==> config.mk <==
export PLATFORM = sky130hd
export DESIGN_NAME = mux_sel_arbiter
export DESIGN_NICKNAME = d
export VERILOG_FILES = /design/src/rtl/mux_sel_arbiter.sv
export SDC_FILE = /design/constraint.sdc
export NUM_CORES = 1
export LEC_CHECK = 0
export CORE_AREA = 2 2 39 41
export CTS_CLUSTER_DIAMETER = 120
export CTS_CLUSTER_SIZE = 10
export DETAILED_ROUTE_END_ITERATION = 8
export DIE_AREA = 0 0 41 43
export GPL_ROUTABILITY_DRIVEN = 0
export PLACE_DENSITY = 0.67
export SYNTH_ARGS = -nofsm -noshare
export SYNTH_HDL_FRONTEND = slang
export SYNTH_SLANG_ARGS = --single-unit
==> constraint.sdc <==
create_clock -name clk -period 1.8 [get_ports clk]
set_input_delay 0.27 -clock clk [delete_from_list [all_inputs] [get_ports clk]]
set_output_delay 0.27 -clock clk [all_outputs]
set_load 0.02 [all_outputs]
==> src/rtl/mux_sel_arbiter.sv <==
// mux_sel_arbiter: round-robin owner of a shared 4x1 mux select.
// Ports: clk, reset (sync, active-high), req[3:0] -> grant[3:0], sel0, sel1, busy.
// Optional macro ARB_BURST_LIMIT_EN enables forced handover after MAX_BURST cycles.
module mux_sel_arbiter #(
  parameter int MAX_BURST = 4
) (
  input  logic       clk,
  input  logic       reset,
  input  logic [3:0] req,
  output logic [3:0] grant,
  output logic       sel0,
  output logic       sel1,
  output logic       busy
);

  if (MAX_BURST < 2 || MAX_BURST > 255) begin : g_bad_max_burst
    $error("MAX_BURST out of range 2..255");
  end

  typedef enum logic {
    IDLE,
    OWNED
  } state_t;

  state_t     state_q, state_d;
  logic [1:0] ptr_q, ptr_d;
  logic [3:0] grant_q, grant_d;
  logic [1:0] sel_q, sel_d;
  logic       busy_q, busy_d;

  logic [3:0] elig;
  logic       arb;
  logic       found;
  logic [1:0] win;
  logic [1:0] idx;

`ifdef ARB_BURST_LIMIT_EN
  localparam logic [7:0] BURST = 8'(MAX_BURST);
  logic [7:0] cnt_q, cnt_d;
  logic       others;
`endif

  // Owner index is always the registered select value.
  always_comb begin
    state_d = state_q;
    ptr_d   = ptr_q;
    grant_d = grant_q;
    sel_d   = sel_q;
    busy_d  = busy_q;
    elig    = req;
    arb     = 1'b0;
    found   = 1'b0;
    win     = ptr_q;
    idx     = '0;
`ifdef ARB_BURST_LIMIT_EN
    cnt_d   = cnt_q;
    others  = |(req & ~grant_q);
`endif

    unique case (state_q)
      IDLE: arb = 1'b1;
      OWNED: begin
        if (!req[sel_q]) begin
          arb = 1'b1;
`ifdef ARB_BURST_LIMIT_EN
        end else if (cnt_q == BURST && others) begin
          // Preempted owner still requests; keep it out of this round.
          arb  = 1'b1;
          elig = req & ~grant_q;
`endif
        end
      end
      default: arb = 1'b1;
    endcase

    for (int k = 0; k < 4; k++) begin
      idx = ptr_q + 2'(k);
      if (!found && elig[idx]) begin
        found = 1'b1;
        win   = idx;
      end
    end

    if (arb) begin
      if (found) begin
        state_d = OWNED;
        grant_d = 4'b0001 << win;
        sel_d   = win;
        ptr_d   = win + 2'd1;
        busy_d  = 1'b1;
`ifdef ARB_BURST_LIMIT_EN
        // The grant cycle itself counts as the first owned cycle.
        cnt_d   = 8'd1;
`endif
      end else begin
        // Select is left alone so the mux output stays quiet.
        state_d = IDLE;
        grant_d = '0;
        busy_d  = 1'b0;
`ifdef ARB_BURST_LIMIT_EN
        cnt_d   = '0;
`endif
      end
`ifdef ARB_BURST_LIMIT_EN
    end else if (state_q == OWNED && cnt_q != BURST) begin
      cnt_d = cnt_q + 8'd1;
`endif
    end
  end

  always_ff @(posedge clk) begin
    if (reset) begin
      state_q <= IDLE;
      ptr_q   <= '0;
      grant_q <= '0;
      sel_q   <= '0;
      busy_q  <= 1'b0;
`ifdef ARB_BURST_LIMIT_EN
      cnt_q   <= '0;
`endif
    end else begin
      state_q <= state_d;
      ptr_q   <= ptr_d;
      grant_q <= grant_d;
      sel_q   <= sel_d;
      busy_q  <= busy_d;
`ifdef ARB_BURST_LIMIT_EN
      cnt_q   <= cnt_d;
`endif
    end
  end

  assign grant = grant_q;
  assign sel0  = sel_q[0];
  assign sel1  = sel_q[1];
  assign busy  = busy_q;

endmodule
# Yosys cells after proc, flatten, opt, wreduce, memory -nomap -nowiden
# Index checks and enable logic that the tools add are counted.
# word_totals
regBits,9
latch_bits,0
ramBits,0
romBits,0
out_inout_bits,7
word_cells,43
mem_count,0
# classes
addsub,4
mul,0
div_mod_pow,0
n_lt_le_gt_ge,5
eq_ne,0
shifts,1
mux,21
bitwise_logic,1
reduce_logical,7
# ops
cell,n
"less-than comparator 2 x 3 -> 1 bit, second input constant",5
two-way mux 1 bit,11
binary-select mux 1 bit (select 2 bit),5
two-way mux 2 bit,3
"adder 2 x 1 -> 2 bit, second input constant",2
"adder 2 bit, second input constant",2
two-way mux 4 bit,1
"<< shifter 1 x 2 -> 4 bit, first input constant",1
logical AND 1 bit,3
logical NOT 1 bit,3
one-hot mux 1 bit (2 select lines),1
AND reduction 2 bit,1
inverter 1 bit,1

# Depth between registers and ports, before layout
# Gate-level depths: netlist (run 1).
# logic_depth
depth_word,14
ltp_mapped,7
ltp_nobuf,7

# Worst setup path after synthesis (run 1)
# OpenSTA, ideal clock, no wires.
# synth_timing
path_type,reg-to-reg
start,reg ptr_q[1]
end,reg ptr_q[1]
setup_time_ps,130
arrival_ps,1347
setup_slack_ps,323
stages_incl_launch_ff,8
n_path_buf,0
cell_sequence,dfxtp_1 -> a21oi_1 -> o22a_1 -> o22ai_1 -> inv_1 -> ha_1 -> nand3_1 -> a21oi_1
# synth_between
elab_chain_cells,13
elab_cells_between_ends,26
classes_between,add/sub (4); mux (15); reduce/logical (7)
# synth_rtl
element,line,source
"start, declared",26,"logic [1:0] ptr_q, ptr_d;"
"start signal, assigned",123,ptr_q <= ptr_d;
"parallel branches: the longest is 11 deep, another holds adder 2 x 1 -> 2 bit",n/a,
two-way mux 2 bit *,78,if (!found && elig[idx]) begin
via win[1],34,logic [1:0] win;
adder 2 x 1 -> 2 bit *,89,ptr_d = win + 2'd1;
# Mark *: on every way through the listed nets, which the timed path passes. The select of a mux whose other input is x is not followed.
# A chain may end at the register's enable or synchronous reset.

# Worst setup path after layout (run 1)
# layout_timing
start,in req[2]
end,reg ptr_q[1]
# layout_between
elab_chain_cells,13
elab_cells_between_ends,27
classes_between,add/sub (1); mux (19); reduce/logical (7)
# layout_rtl
element,line,source
"start, declared",9,"input logic [3:0] req,"
binary-select mux 1 bit (select 2 bit),78,
two-way mux 1 bit (not written as such),78,
two-way mux 1 bit,78,
logical NOT 1 bit,78,
logical AND 1 bit,78,
two-way mux 1 bit,78,
logical NOT 1 bit,78,
logical AND 1 bit,78,
two-way mux 1 bit,78,
logical NOT 1 bit,78,
logical AND 1 bit,78,
two-way mux 2 bit *,78,
via win[0],34,
adder 2 x 1 -> 2 bit *,89,
# Mark *: on every way through the listed nets, which the timed path passes. The rest lies on a longest branch. The select of a mux whose other input is x is not followed.

==> key figures, run 1 <==
Worst setup path
  • Worst Path Max Fanout: 6
  • Arrival time worst endpoint: 1.81 ns
  • WP data required: between 1.5 and 2 ns
  • Crit Path Category: in2reg
  • Most frequent CP cell: a21oi_1
  • Setup crit end kind: register
  • Crit-path cells: clkdlybuf4s50_1 > o21bai_1 > a21oi_1 > a221oi_2 > buf_4 > ha_1 > nand3_1 > a21oi_1
  • Worst path slowest cell: clkdlybuf4s50_1
  • Crit Reg-Reg Endpoint: ptr_q[1]
  • Crit-path leading delay family: buffers and inverters
  • R2R Setup Slk: 0.24 ns
  • Worst stage delay on the critical path: 0.52 ns
  • Startpoint class of the critical path: primary input
  • RR Startpoint: ptr_q[1]
  • FF-to-FF path depth: 6
  • Buffers and inverters on the worst path: 2

Power and ir drop
  • Sw Ratio: 34.16%
  • PwrDens: 886.3 nW/µm²
  • NetSw: 0.2371 mW
  • Sequential share of power: ~37%
  • Logic pwr share: 39.8%
  • Final Power: between 0.6 and 0.7 mW
  • Clk pwr share: 23.5%
  • Power Internal: ~0.46 mW
  • Max VDD drop: roughly 0.49 mV
  • Leakage power: between 0.3 and 0.4 nW

Logic synthesis
  • Synth warn: 0
  • Number of enable flip-flop cells after synthesis: 0
  • Synth unique cells: 23
  • Synth Net Count: 73
  • Post-Syn Area per Cell: 8.580 µm²
  • #FFs+latches synth: 9
  • Mapped cell area: 540.5 µm²
  • Post-Syn Instances: between 60 and 70
  • Ys flop type: dfxtp_1
  • Seq/Total Area, Yosys: about a third
  • Ys async rst share: 0%

Timing
  • Max Clk Rate: approximately 600 MHz
  • Max_slew headroom: 76.78%
  • Clock Skew: 0.001477 ns
  • Worst Max-Slew Pin Slew: 0.3473 ns
  • Final Hold Fails: 0
  • Min cycle time layout: between 1.5 and 2 ns
  • Sum Neg Setup Slack: 0 ns
  • RSZ-0062 raised after global routing: false
  • Setup ws final: approximately 0.13 ns
  • Max-slew violations: 0
  • Final period utilization: roughly 93%
  • Final Hold Slack: 0.4751 ns
  • Final setup fails: 0

Die
  • Die Width: 41 µm
  • Die height: 43 µm
  • Rows: 14
  • Full die area: about 1800 µm²
  • Initial core utilization: 39.06%
  • Core area: between 1000 and 1500 µm²
  • IO Count: 13

Clocking
  • CTS tree: built
  • H-tree Lvls: 1
  • Worst-Skew Late Latency: 0.27 ns
  • Post-CTS Repair Setup Buffers: 0
  • Clock tree sinks: 9
  • CTS buffer count: 3
  • Clock transition at the registers of the reported paths: 0.07 ns
  • CTS root buf: clkbuf_4
  • Worst-case clock buffer depth: 2
  • Post-CTS sizing: 0
  • Cts hold-fix bufs: 0

Place
  • Buffers added on ports: 12
  • Inst Count DP: just under 100
  • DP Worst Slack: -0.1887 ns
  • Detailed placer's ending HPWL: about 900 µm

Hold path
  • Worst Hold Path Cells: 2
  • Hold Crit Class: reg2reg
  • Hold EP: grant[0]
  • Hold Startpoint: grant[0]

Route
  • Antenna-violating nets left: 0
  • DRC: 0
  • Wire per inst: 11.79 µm
  • Vias: 543
  • Post-DR vias/cell: just over 5
  • 1st-pass router iterations: 4
  • Iteration-0 DRC Markers: 11
  • Final WL: around 1200 µm

Cells and area
  • P&R area growth vs syn: 44.91%
  • Finished Layout Cells: 105
  • ANT cells: 0
  • Final nets: 100
  • Share of cells above drive strength 1: 21.35%

GRT
  • Antenna violations before repair: 0
  • First-pass GRT wire length: roughly 1900 µm
  • Pin count of the biggest net entering global routing: 10
  • Tot GR Track Use: roughly 15%
  • GRT overflow: 0
  • Number of global-route vias before repair: about 470

Run status
  • Status: finished clean

Run
  • Number of max-cap violations: 0
[worst min-delay path: cells and delay by family, from the launching register on]
kind / cells / cell delay, ns
AOI/OAI and AO/OA: 1 / 0.05
DFF: 1 / 0.31
and+or+nand+nor: 1 / 0.07
[registers in the layout, summed over array words and instances, names as in the netlist]
name and count:
ptr_q 2, grant 4, busy 1, sel_q 2
[placed cells by master (no fill, tap or decap), types with 3 or more instances in the layout]
cell and count:
a21oi_1 8, buf_4 12, clkbuf_4 3, clkdlybuf4s50_1 12
dfxtp_1 9, ha_1 4, inv_1 6, nand2b_1 6
nand3_1 5, nor2_1 3
[metrics by stage]
stage	cell area, µm²	utilization, %
after global placement	740.7	53.53
final	783.3	56.60
after floorplan	540.5	-
after detailed placement	740.7	53.53
after CTS	768.2	55.52
after global routing	783.3	56.60
[logic make-up (layout without fill, tap and decap cells)]
group                    Yosys count  after routing  synth area share (%)
flip-flops                         9              9                 33.33
AO/OA/AOI/OAI                     21             21                 27.32
AND/OR/NAND/NOR                   18             18                 18.75
multiplexers                       2              2                 3.704
adder cells (fa/ha/maj)            4              4                 9.260
buffers and inverters              9             35                 7.637
[routing by layer]
metal / GRT usage, % / up-vias / routed length (µm)
met2: 23.13 / 14 / 630
met5: 0 / - / 0
met3: 1.571 / 4 / 37
met1: 20.26 / 247 / 540
li1: - / 278 / -
met4: 8.000 / 0 / 29
[synthesized netlist by cell type (2+ instances only)]
cell	count	area (µm²)
nand2_1	2	7.510
dfxtp_1	9	180.2
a211o_1	2	17.52
o22ai_1	2	12.51
inv_1	6	22.52
o22a_1	2	17.52
nand3_1	5	25.02
o21ai_0	2	10.01
a21oi_1	8	40.04
ha_1	4	50.05
nor2_1	3	11.26
nand2b_1	6	37.54
mux2i_1	2	20.02
[cell type report]
class                   instances  area (µm²)
fillers                       135       600.6
multi-input cells              45       319.1
repair buffers                 24       210.2
flip-flops and latches          9       180.2
inverters                       7       26.28
clock buffers                   3       22.52
well taps                      16       20.02
clock inverters                 1       5.005
[power groups by stage]
stage          sequential, mW  clock (mW)  combinational, mW
2_1_floorplan           0.280           0              0.132
3_3_place_gp            0.258           0              0.256
3_5_place_dp            0.260           0              0.258
4_1_cts                 0.255       0.165              0.260
5_1_grt                 0.260       0.180              0.303
6_report                0.255       0.163              0.276
[worst max path at each step]
stage / depth (start not counted) / startpoint / end / slack, ns
detailed placement: 8 / req[2] / grant[2] / -0.19
finish: 8 / req[2] / ptr_q[1] / 0.13
CTS: 8 / req[2] / grant[2] / 0.09
floorplan: 7 / ptr_q[1] / ptr_q[1] / 0.32
global route: 8 / req[0] / ptr_q[1] / 0.02
global placement: 7 / req[1] / grant[2] / -0.15
No activity file was read; power rests on OpenSTA's default activity.
==> run 2: changes to the inputs <==
Settings changed: CAP_MARGIN set to 0.
==> results of run 2 <==
Final layout, timing and power as in run 1 (identical DEF).
==> run 3: changes to the inputs <==
Settings changed: CORE_AREA 2 2 39 41 to not set, CORE_UTILIZATION set to 40, DIE_AREA 0 0 41 43 to not set.
==> key figures, run 3 (same netlist as run 1, synthesis figures left out) <==
Cells and area
  • Final nets: 99
  • Commonest non-fill, non-tap cells in the layout: clkdlybuf4s50_1, buf_4, dfxtp_1
  • P&R area growth vs syn: 43.52%
  • Share of cells above drive strength 1: 20.45%
  • Largest register FFs: 4
  • Fin util: 65.40%
  • ANT cells: 0
  • Cell area after layout: 775.7 µm²

Die
  • IO Count: 13
  • Die height: 38.76 µm
  • Core area: 1186 µm²
  • Full die area: 1502 µm²
  • Die Width: 38.76 µm
  • Initial core utilization: a little under half
  • Rows: 12

Worst setup path
  • Worst Path Max Fanout: 5
  • Arrival time worst endpoint: 1.81 ns
  • Buffers and inverters on the worst path: 2
  • Crit Path Category: in2reg
  • Setup crit end kind: register
  • Crit-path cells: clkdlybuf4s50_1 > o22ai_1 > a221oi_2 > inv_1 > ha_1 > nand3_1 > a21oi_1
  • Crit Reg-Reg Endpoint: grant[2]
  • Worst stage delay on the critical path: 0.55 ns
  • Worst path slowest cell: clkdlybuf4s50_1
  • FF-to-FF path depth: 6
  • Startpoint class of the critical path: primary input
  • WP data required: 1.95 ns
  • RR Startpoint: ptr_q[1]
  • R2R Setup Slk: 0.25 ns
  • Crit-path leading delay family: buffers and inverters

GRT
  • Tot GR Track Use: 16.99%
  • Number of global-route vias before repair: roughly 430
  • First-pass GRT wire length: 1718 µm
  • GRT overflow: 0
  • Pin count of the biggest net entering global routing: 14
  • Antenna violations before repair: 0

Power and ir drop
  • Leakage power: 0.3213 nW
  • Final Power: 0.6688 mW
  • PwrDens: 862.2 nW/µm²
  • Max VDD drop: 0.5009 mV

Clocking
  • CTS tree: built
  • CTS buffer count: 3
  • Worst-Skew Late Latency: 0.26 ns
  • Clock transition at the registers of the reported paths: 0.06 ns
  • Worst-case clock buffer depth: 2
  • H-tree Lvls: 1
  • Clock tree sinks: 9
  • CTS root buf: clkbuf_4
  • Cts hold-fix bufs: 0

Route
  • Iteration-0 DRC Markers: 9
  • DRC: 0
  • Post-DR vias/cell: 5.108
  • Wire per inst: 10.43 µm
  • Vias: 521
  • Antenna-violating nets left: 0
  • 1st-pass router iterations: 4
  • Final WL: roughly 1100 µm

Timing
  • Min cycle time layout: roughly 1.7 ns
  • Max Clk Rate: ~600 MHz
  • Final Hold Fails: 0
  • Final setup fails: 0
  • Max_slew headroom: 76.94%
  • Worst Max-Slew Pin Slew: 0.3459 ns
  • Max-slew violations: 0
  • Clock Skew: 0.003976 ns
  • RSZ-0062 raised after global routing: false
  • Final period utilization: 92.65%

Hold path
  • Hold Startpoint: grant[1]
  • Hold Crit Class: reg2reg
  • Worst Hold Path Cells: 2
  • Hold EP: grant[1]

Run status
  • Status: finished clean

Place
  • Buffers added on ports: 12
  • Detailed placer's ending HPWL: 821 µm
  • Placed Area: 738.2 µm²

Run
  • Number of max-cap violations: 0
==> run 3: changes by cell type in the layout (fill, tap and decap cells not counted), sizes merged <==
cell	previous run	this run
buf	12	11
clkbuf	3	4
clkdlybuf4s50	12	11
clkinv	1	0
dlymetal6s2s	0	1
==> run 3: per-stage QoR <==
| step | setup TNS, ns | setup slack, ns | instances | hold WS [ns] |
|---|---|---|---|---|
| floorplan | 0 | 0.3227 | 63 | 0.4379 |
| global placement | -0.8711 | -0.1688 | 97 | 0.4542 |
| detailed placement | -1.046 | -0.1721 | 97 | 0.4540 |
| CTS | 0 | 0.09295 | 101 | 0.4699 |
| global route | 0 | 0.003193 | 102 | 0.4927 |
| finish | 0 | 0.1324 | 102 | 0.4651 |
==> run 3: worst register-to-register path, stage by stage (launching register included) <==
cell and delay, ns:
dfxtp_1 0.43, o22ai_1 0.14, a221oi_2 0.38, inv_1 0.14
ha_1 0.22, nand3_1 0.07, a21oi_1 0.06
==> run 3: layer usage <==
layer	up-vias	global-route usage (%)	part of all wire, %
met1	234	22.65	53
met2	10	24.58	42
met3	0	8.671	4.5
li1	277	-	-
met4	0	2.586	0
met5	-	0	0
==> run 3: worst max-delay path by stage <==
stage             start        to  slack (ns)  cells past startpoint
4_1_cts          req[1]  ptr_q[0]        0.09                      6
5_1_grt          req[2]  grant[0]       0.003                      8
3_3_place_gp     req[1]  grant[2]       -0.17                      7
6_report         req[1]  grant[2]        0.13                      7
3_5_place_dp     req[1]  ptr_q[0]       -0.17                      6
2_1_floorplan  ptr_q[1]  ptr_q[1]        0.32                      7
==> run 3: timing repair <==
item | in CTS | in global routing
setup buffers | 0 | 1
endpoints found under the hold margin | 0 | 0
gates resized for setup | 0 | 2
setup endpoints to repair | 0 | 3
==> run 3: where the power goes <==
part / switching, mW / internal [mW] / total, mW / leakage (nW)
Combinational: 0.125 / 0.138 / 0.263 / 0.232
Clock: 0.0659 / 0.0851 / 0.151 / 0.0150
Sequential: 0.0245 / 0.230 / 0.255 / 0.0742
Total: 0.216 / 0.453 / 0.669 / 0.321
==> run 3: cell type report <==
type | instances | area, µm²
clock buffer | 4 | 26.28
fill | 114 | 410.4
inverter | 7 | 26.28
multi-input combinational | 45 | 320.3
sequential | 9 | 180.2
tap | 14 | 17.52
timing repair buffer | 23 | 205.2
